--- config.mk ---
export PLATFORM = sky130hd
export DESIGN_NAME = ibex_multdiv_issue_flat
export DESIGN_NICKNAME = d
export VERILOG_FILES = /design/src/rtl/ibex_multdiv_issue_if.sv /design/src/rtl/ibex_multdiv_issue.sv /design/src/flat_wrapper.sv
export SDC_FILE = /design/constraint.sdc
export NUM_CORES = 1
export LEC_CHECK = 0
export CELL_PAD_IN_SITES_DETAIL_PLACEMENT = 0
export CELL_PAD_IN_SITES_GLOBAL_PLACEMENT = 1
export CORE_MARGIN = 10
export CORE_UTILIZATION = 32
export CTS_CLUSTER_SIZE = 8
export DETAILED_ROUTE_END_ITERATION = 16
export GPL_ROUTABILITY_DRIVEN = 0
export PLACE_DENSITY_LB_ADDON = 0.1
export RECOVER_POWER = 25
export SLEW_MARGIN = 10
export SYNTH_ARGS = -nofsm -noshare
export SYNTH_HDL_FRONTEND = slang
export SYNTH_SLANG_ARGS = --single-unit
--- constraint.sdc ---
create_clock -name clk_i -period 6.6 [get_ports clk_i]
set_input_delay 1.65 -clock clk_i [delete_from_list [all_inputs] [get_ports clk_i]]
set_output_delay 1.65 -clock clk_i [all_outputs]
set_load 0.01 [all_outputs]
--- src/rtl/ibex_multdiv_issue_if.sv ---
// Decode-side request and writeback-side response handshakes of the multdiv issue controller.
// The slave modport is the controller's view; the master modport is decode/writeback.
interface ibex_multdiv_issue_if #(
  parameter int unsigned CNT_W = 6
) ();
  logic             req_valid_i;
  logic             req_ready_o;
  logic [1:0]       req_operator_i;
  logic [1:0]       req_signed_mode_i;
  logic [31:0]      req_op_a_i;
  logic [31:0]      req_op_b_i;
  logic [4:0]       req_tag_i;
  logic             rsp_valid_o;
  logic             rsp_ready_i;
  logic [31:0]      rsp_result_o;
  logic [4:0]       rsp_tag_o;
  logic [CNT_W-1:0] rsp_cycles_o;

  modport master (
    output req_valid_i, req_operator_i, req_signed_mode_i, req_op_a_i, req_op_b_i, req_tag_i,
    output rsp_ready_i,
    input  req_ready_o, rsp_valid_o, rsp_result_o, rsp_tag_o, rsp_cycles_o
  );

  modport slave (
    input  req_valid_i, req_operator_i, req_signed_mode_i, req_op_a_i, req_op_b_i, req_tag_i,
    input  rsp_ready_i,
    output req_ready_o, rsp_valid_o, rsp_result_o, rsp_tag_o, rsp_cycles_o
  );
endinterface

--- src/rtl/ibex_multdiv_issue.sv ---
// Requester-side controller for the multicycle multiply/divide engine: issues one request,
// owns the engine's intermediate registers, and drains the engine on kill since it cannot abort.
module ibex_multdiv_issue #(
  parameter int unsigned IMD_W = 34,
  parameter int unsigned CNT_W = 6
) (
  input  logic                 clk_i,
  input  logic                 rst_i,
  ibex_multdiv_issue_if.slave  io,
  input  logic                 kill_i,
  output logic                 md_mult_en_o,
  output logic                 md_div_en_o,
  output logic                 md_mult_sel_o,
  output logic                 md_div_sel_o,
  output logic [1:0]           md_operator_o,
  output logic [1:0]           md_signed_mode_o,
  output logic [31:0]          md_op_a_o,
  output logic [31:0]          md_op_b_o,
  output logic                 md_ready_id_o,
  output logic [2*IMD_W-1:0]   md_imd_val_q_o,
  input  logic [2*IMD_W-1:0]   md_imd_val_d_i,
  input  logic [1:0]           md_imd_val_we_i,
  input  logic [31:0]          md_result_i,
  input  logic                 md_valid_i,
  output logic                 busy_o
);

  typedef enum logic [1:0] {IDLE = 2'd0, RUN = 2'd1, DRAIN = 2'd2, RESP = 2'd3} state_e;

  state_e                state_q, state_d;
  logic [1:0]            operator_q, signed_mode_q;
  logic [31:0]           op_a_q, op_b_q, result_q;
  logic [4:0]            tag_q, rsp_tag_q;
  logic [CNT_W-1:0]      cnt_q, cnt_inc_s;
  logic [1:0][IMD_W-1:0] imd_q;
  logic                  mult_en_q, div_en_q, busy_q, rsp_valid_q;
  logic                  req_ready_s, accept_s, capture_s, engine_on_d, next_mul_s;

  // Request readiness; a response handshake may take the next request in the same cycle
  always_comb begin
    req_ready_s = 1'b0;
    if (rst_i || kill_i) begin
      req_ready_s = 1'b0;
    end else if (state_q == IDLE) begin
      req_ready_s = 1'b1;
    end else if (state_q == RESP) begin
      req_ready_s = io.rsp_ready_i;
    end else begin
      req_ready_s = 1'b0;
    end
  end

  assign accept_s   = io.req_valid_i & req_ready_s;
  assign capture_s  = (state_q == RUN) & md_valid_i & ~kill_i;
  assign cnt_inc_s  = (&cnt_q) ? cnt_q : cnt_q + CNT_W'(1);

  // Next-state selection; DRAIN ignores kill because the engine must finish before reuse
  always_comb begin
    state_d = state_q;
    case (state_q)
      IDLE: begin
        if (accept_s) state_d = RUN;
        else          state_d = IDLE;
      end
      RUN: begin
        if (md_valid_i && !kill_i) state_d = RESP;
        else if (md_valid_i)       state_d = IDLE;
        else if (kill_i)           state_d = DRAIN;
        else                       state_d = RUN;
      end
      DRAIN: begin
        if (md_valid_i) state_d = IDLE;
        else            state_d = DRAIN;
      end
      RESP: begin
        if (kill_i)                state_d = IDLE;
        else if (io.rsp_ready_i) begin
          if (accept_s) state_d = RUN;
          else          state_d = IDLE;
        end else                   state_d = RESP;
      end
      default: state_d = IDLE;
    endcase
  end

  assign engine_on_d = (state_d == RUN) || (state_d == DRAIN);
  assign next_mul_s  = accept_s ? ~io.req_operator_i[1] : ~operator_q[1];

  // State, registered engine drive, captured response and the engine's intermediate registers
  always_ff @(posedge clk_i) begin
    if (rst_i) begin
      state_q       <= IDLE;
      busy_q        <= 1'b0;
      rsp_valid_q   <= 1'b0;
      mult_en_q     <= 1'b0;
      div_en_q      <= 1'b0;
      operator_q    <= 2'd0;
      signed_mode_q <= 2'd0;
      op_a_q        <= 32'd0;
      op_b_q        <= 32'd0;
      tag_q         <= 5'd0;
      rsp_tag_q     <= 5'd0;
      result_q      <= 32'd0;
      cnt_q         <= '0;
      imd_q         <= '0;
    end else begin
      state_q     <= state_d;
      busy_q      <= (state_d != IDLE);
      rsp_valid_q <= (state_d == RESP);
      mult_en_q   <= engine_on_d & next_mul_s;
      div_en_q    <= engine_on_d & ~next_mul_s;
      if (accept_s) begin
        operator_q    <= io.req_operator_i;
        signed_mode_q <= io.req_signed_mode_i;
        op_a_q        <= io.req_op_a_i;
        op_b_q        <= io.req_op_b_i;
        tag_q         <= io.req_tag_i;
        cnt_q         <= '0;
      end else if (state_q == RUN) begin
        cnt_q <= cnt_inc_s;
      end
      if (capture_s) begin
        result_q  <= md_result_i;
        rsp_tag_q <= tag_q;
      end
      if (md_imd_val_we_i[0]) imd_q[0] <= md_imd_val_d_i[IMD_W-1:0];
      if (md_imd_val_we_i[1]) imd_q[1] <= md_imd_val_d_i[2*IMD_W-1:IMD_W];
    end
  end

  assign io.req_ready_o    = req_ready_s;
  assign io.rsp_valid_o    = rsp_valid_q;
  assign io.rsp_result_o   = result_q;
  assign io.rsp_tag_o      = rsp_tag_q;
  assign io.rsp_cycles_o   = cnt_q;
  assign md_mult_en_o      = mult_en_q;
  assign md_mult_sel_o     = mult_en_q;
  assign md_div_en_o       = div_en_q;
  assign md_div_sel_o      = div_en_q;
  assign md_operator_o     = operator_q;
  assign md_signed_mode_o  = signed_mode_q;
  assign md_op_a_o         = op_a_q;
  assign md_op_b_o         = op_b_q;
  assign md_ready_id_o     = 1'b1;
  assign md_imd_val_q_o    = imd_q;
  assign busy_o            = busy_q;

endmodule

--- src/flat_wrapper.sv ---
// flat-port wrapper written by rule: the top's interface ports become plain ports
module ibex_multdiv_issue_flat 
#(
  parameter int unsigned IMD_W = 34,
  parameter int unsigned CNT_W = 6
)
  (clk_i, rst_i, kill_i, md_mult_en_o, md_div_en_o, md_mult_sel_o, md_div_sel_o, md_operator_o, md_signed_mode_o, md_op_a_o, md_op_b_o, md_ready_id_o, md_imd_val_q_o, md_imd_val_d_i, md_imd_val_we_i, md_result_i, md_valid_i, busy_o, io_req_valid_i, io_req_operator_i, io_req_signed_mode_i, io_req_op_a_i, io_req_op_b_i, io_req_tag_i, io_rsp_ready_i, io_req_ready_o, io_rsp_valid_o, io_rsp_result_o, io_rsp_tag_o, io_rsp_cycles_o);
  ibex_multdiv_issue_if #(.CNT_W(CNT_W)) io_i ();
  input  logic clk_i;
  input  logic rst_i;
  input  logic kill_i;
  output logic md_mult_en_o;
  output logic md_div_en_o;
  output logic md_mult_sel_o;
  output logic md_div_sel_o;
  output logic [1:0] md_operator_o;
  output logic [1:0] md_signed_mode_o;
  output logic [31:0] md_op_a_o;
  output logic [31:0] md_op_b_o;
  output logic md_ready_id_o;
  output logic [2*IMD_W-1:0] md_imd_val_q_o;
  input  logic [2*IMD_W-1:0] md_imd_val_d_i;
  input  logic [1:0] md_imd_val_we_i;
  input  logic [31:0] md_result_i;
  input  logic md_valid_i;
  output logic busy_o;
  input wire logic [$bits(io_i.req_valid_i)-1:0] io_req_valid_i;
  input wire logic [$bits(io_i.req_operator_i)-1:0] io_req_operator_i;
  input wire logic [$bits(io_i.req_signed_mode_i)-1:0] io_req_signed_mode_i;
  input wire logic [$bits(io_i.req_op_a_i)-1:0] io_req_op_a_i;
  input wire logic [$bits(io_i.req_op_b_i)-1:0] io_req_op_b_i;
  input wire logic [$bits(io_i.req_tag_i)-1:0] io_req_tag_i;
  input wire logic [$bits(io_i.rsp_ready_i)-1:0] io_rsp_ready_i;
  output wire logic [$bits(io_i.req_ready_o)-1:0] io_req_ready_o;
  output wire logic [$bits(io_i.rsp_valid_o)-1:0] io_rsp_valid_o;
  output wire logic [$bits(io_i.rsp_result_o)-1:0] io_rsp_result_o;
  output wire logic [$bits(io_i.rsp_tag_o)-1:0] io_rsp_tag_o;
  output wire logic [$bits(io_i.rsp_cycles_o)-1:0] io_rsp_cycles_o;
  assign io_i.req_valid_i = io_req_valid_i;
  assign io_i.req_operator_i = io_req_operator_i;
  assign io_i.req_signed_mode_i = io_req_signed_mode_i;
  assign io_i.req_op_a_i = io_req_op_a_i;
  assign io_i.req_op_b_i = io_req_op_b_i;
  assign io_i.req_tag_i = io_req_tag_i;
  assign io_i.rsp_ready_i = io_rsp_ready_i;
  assign io_req_ready_o = io_i.req_ready_o;
  assign io_rsp_valid_o = io_i.rsp_valid_o;
  assign io_rsp_result_o = io_i.rsp_result_o;
  assign io_rsp_tag_o = io_i.rsp_tag_o;
  assign io_rsp_cycles_o = io_i.rsp_cycles_o;
  ibex_multdiv_issue #(.IMD_W(IMD_W), .CNT_W(CNT_W)) u_core (.clk_i(clk_i), .rst_i(rst_i), .io(io_i), .kill_i(kill_i), .md_mult_en_o(md_mult_en_o), .md_div_en_o(md_div_en_o), .md_mult_sel_o(md_mult_sel_o), .md_div_sel_o(md_div_sel_o), .md_operator_o(md_operator_o), .md_signed_mode_o(md_signed_mode_o), .md_op_a_o(md_op_a_o), .md_op_b_o(md_op_b_o), .md_ready_id_o(md_ready_id_o), .md_imd_val_q_o(md_imd_val_q_o), .md_imd_val_d_i(md_imd_val_d_i), .md_imd_val_we_i(md_imd_val_we_i), .md_result_i(md_result_i), .md_valid_i(md_valid_i), .busy_o(busy_o));
endmodule
==> impl_metrics.json <==
{
  "status": "complete, but fails checks",
  "violations": "capacitance limit, slew limit",
  "grt_pass1_wl_microns": 35600,
  "grt_max_degree": 74,
  "highest_layer": "met5",
  "place_ws_ns": 1.79,
  "synth_top_area_cell": "dfxtp_1",
  "wl_microns": 24200,
  "wl_met3_microns": 3280,
  "dr_total_vias": 5921,
  "cts_buffers": 17,
  "synth_nets": 886,
  "min_from": "u_core.tag_q[2]",
  "path_clk_slew_ns": 0.07,
  "max_slew_margin": -1.26,
  "worst_slack_ns": 1.48,
  "overflow": 0,
  "place.port_buffers": 366,
  "fin_crit_sh": 0.776,
  "clk_latency_ns": 0.43,
  "drt_iter0_drc": 298,
  "setup_viol": 0,
  "area_growth_pct": 59.6,
  "ys_warn_count": 0,
  "crit_slowest_cell": "clkbuf_1",
  "r2r_start": "u_core.state_q[0]",
  "ioPinCount": 368,
  "first_pass_iters": 5,
  "p_per_area_nw_per_um2": 234,
  "critPathKind": "in2reg",
  "fin_total_pwr_mw": 2.78,
  "synth.area.top_cells": "dfxtp_1, mux2_4, mux2i_1, nor2b_1, nand2_1",
  "synth_cells": 700,
  "antenna_left": 0,
  "antenna_found_initial": 1,
  "first_global_vias": 5948,
  "synthesis.area_sq_um": 7430,
  "hold_path_class": "reg2reg",
  "antenna_cells": 0,
  "layout.nets": 1223,
  "worstSetupStartpointType": "input port",
  "rows": 55,
  "ctsHtreeMaxLevel": 4,
  "met2_length_microns": 11700,
  "core_sq_um": 22800,
  "drcViolationCount": 0,
  "vias_per_cell": 4.35,
  "crit_required_ns": 6.91,
  "fillers": 2146,
  "period_needed_ns": 5.12,
  "clock_skew_ns": 0.0131,
  "wl_per_cell_microns": 17.8,
  "synth_cell_types": 41,
  "initial_utilization": 0.326,
  "hpwl_microns": 17900,
  "endpoint_kind": "register",
  "leakage_nw": 4.82,
  "mostFrequentLayoutCell": "clkdlybuf4s50_1",
  "yosysSeqAreaShare": 0.512,
  "clk_path_buf_depth": 2,
  "die_w_microns": 172,
  "critPathMaxFanout": 73,
  "mostFrequentLayoutCells": "clkdlybuf4s50_1, dfxtp_1, nand2_1",
  "cp_common_cell": "nor2b_1",
  "critPathTopFamily": "buffers and inverters",
  "wl_met1_microns": 9080,
  "fmax_mhz": 195,
  "cp.arrival_ns": 5.43,
  "synth_area_per_cell_sq_um": 10.6,
  "cts_resized": 0,
  "post_cts_buffers": 0,
  "hold_buffers": 0,
  "maxCapViolations": 3,
  "setup_tns_ns": 0,
  "critPathMaxStageDelay_ns": 2.42,
  "slew_viol_final": 144,
  "whs_ns": 0.445,
  "grt_setup_unrepaired": "false",
  "drive_gt1_frac": 0.107,
  "hold_violations": 0,
  "chipHeight_microns": 172,
  "cts.sinks": 190,
  "setup.worst_path.start": "rst_i",
  "grt_use_total": 0.157,
  "die_area_sq_um": 29700,
  "cts_tree": "built",
  "path_cells": "buf_6 -> clkbuf_1 -> nor2b_1 -> nor2b_1 -> mux2_2",
  "synth_top_area_frac": 0.512,
  "worst-path-buf-inv": 2,
  "ir_drop_mv": 0.132,
  "yosys_register_bits": 190,
  "tightest_slew_ns": 3.39,
  "root_buffer": "clkbuf_16"
}
worst paths after layout:
check | endpoint | slack, ns | depth (start not counted)
min reg2reg | u_core.io.rsp_tag_o[2] | 0.44 | 2
min | u_core.io.rsp_tag_o[2] | 0.44 | 2
max | u_core.md_mult_en_o | 1.48 | 5
max reg2reg | u_core.md_mult_en_o | 3.84 | 8
cells in the mapped netlist (all sizes together):
cell type  count
dfxtp        190
nand2         80
nor2b         77
mux2          73
nor2          73
mux2i         70
buf           41
a21oi         40
clkbuf        12
ha             5
nand2b         4
inv            3
a2111oi        2
a311oi         2
a31oi          2
and3           2
and4b          2
nand4          2
nor4           2
o211a          2
o211ai         2
o21ai          2
a311o          1
a32oi          1
and2           1
and3b          1
and4bb         1
conb           1
nand3          1
nand3b         1
nand4bb        1
nor3           1
o21a           1
o311ai         1
per-stage QoR:
stage / util / instances / instance area, sq um
after floorplan: - / 700 / 7430
after global placement: 0.492 / 1331 / 11200
after detailed placement: 0.492 / 1331 / 11200
after CTS: 0.521 / 1360 / 11900
after global routing: 0.521 / 1360 / 11900
final: 0.521 / 1360 / 11900
state kept, by name, indices dropped and copies added (netlist names):
register,count
u_core.io.rsp_valid_o,1
u_core.busy_o,1
u_core.io.rsp_tag_o,5
u_core.md_operator_o,2
u_core.state_q,2
u_core.md_op_b_o,32
u_core.tag_q,5
u_core.md_mult_en_o,1
u_core.io.rsp_result_o,32
u_core.md_signed_mode_o,2
u_core.md_op_a_o,32
u_core.md_imd_val_q_o,68
u_core.md_div_en_o,1
u_core.io.rsp_cycles_o,6
area by class of cell:
class | instances | area [sq um] | area share
Sequential cell | 190 | 3800 | 0.321
Timing Repair Buffer | 371 | 3690 | 0.311
Multi-Input combinational cell | 454 | 3320 | 0.280
Clock buffer | 17 | 425 | 0.0359
Tap cell | 313 | 392 | 0.0330
Clock inverter | 12 | 230 | 0.0194
Inverter | 3 | 11.3 | 0.000949
where the power goes:
part / internal [mW] / switching, mW / total [mW] / leakage [nW]
Combinational: 0.250 / 0.140 / 0.389 / 2.95
Sequential: 1.20 / 0.0260 / 1.23 / 1.55
Clock: 0.710 / 0.454 / 1.16 / 0.313
Total: 2.16 / 0.619 / 2.78 / 4.82
tightest hold or removal path: stages (launching register included):
cell and delay (ns):
dfxtp_1 0.30, nand2_1 0.05, a21oi_1 0.05
cells by family (layout without fill, tap and decap cells):
family | Yosys count | after routing | share of synthesized area
fa+ha+maj | 5 | 5 | 0.00841
compound gates | 56 | 56 | 0.0458
mux | 143 | 143 | 0.229
flops | 190 | 190 | 0.512
buf+inv | 56 | 403 | 0.0434
simple gates | 249 | 249 | 0.162
other cells | 1 | 1 | 0.000504
routing by layer:
layer / vias up / GRT usage
li1: 2987 / -
met3: 16 / 0.0903
met1: 2689 / 0.164
met4: 2 / 0.0427
met2: 227 / 0.264
met5: - / 0
Note: power is estimated with default switching activity, not from simulation.
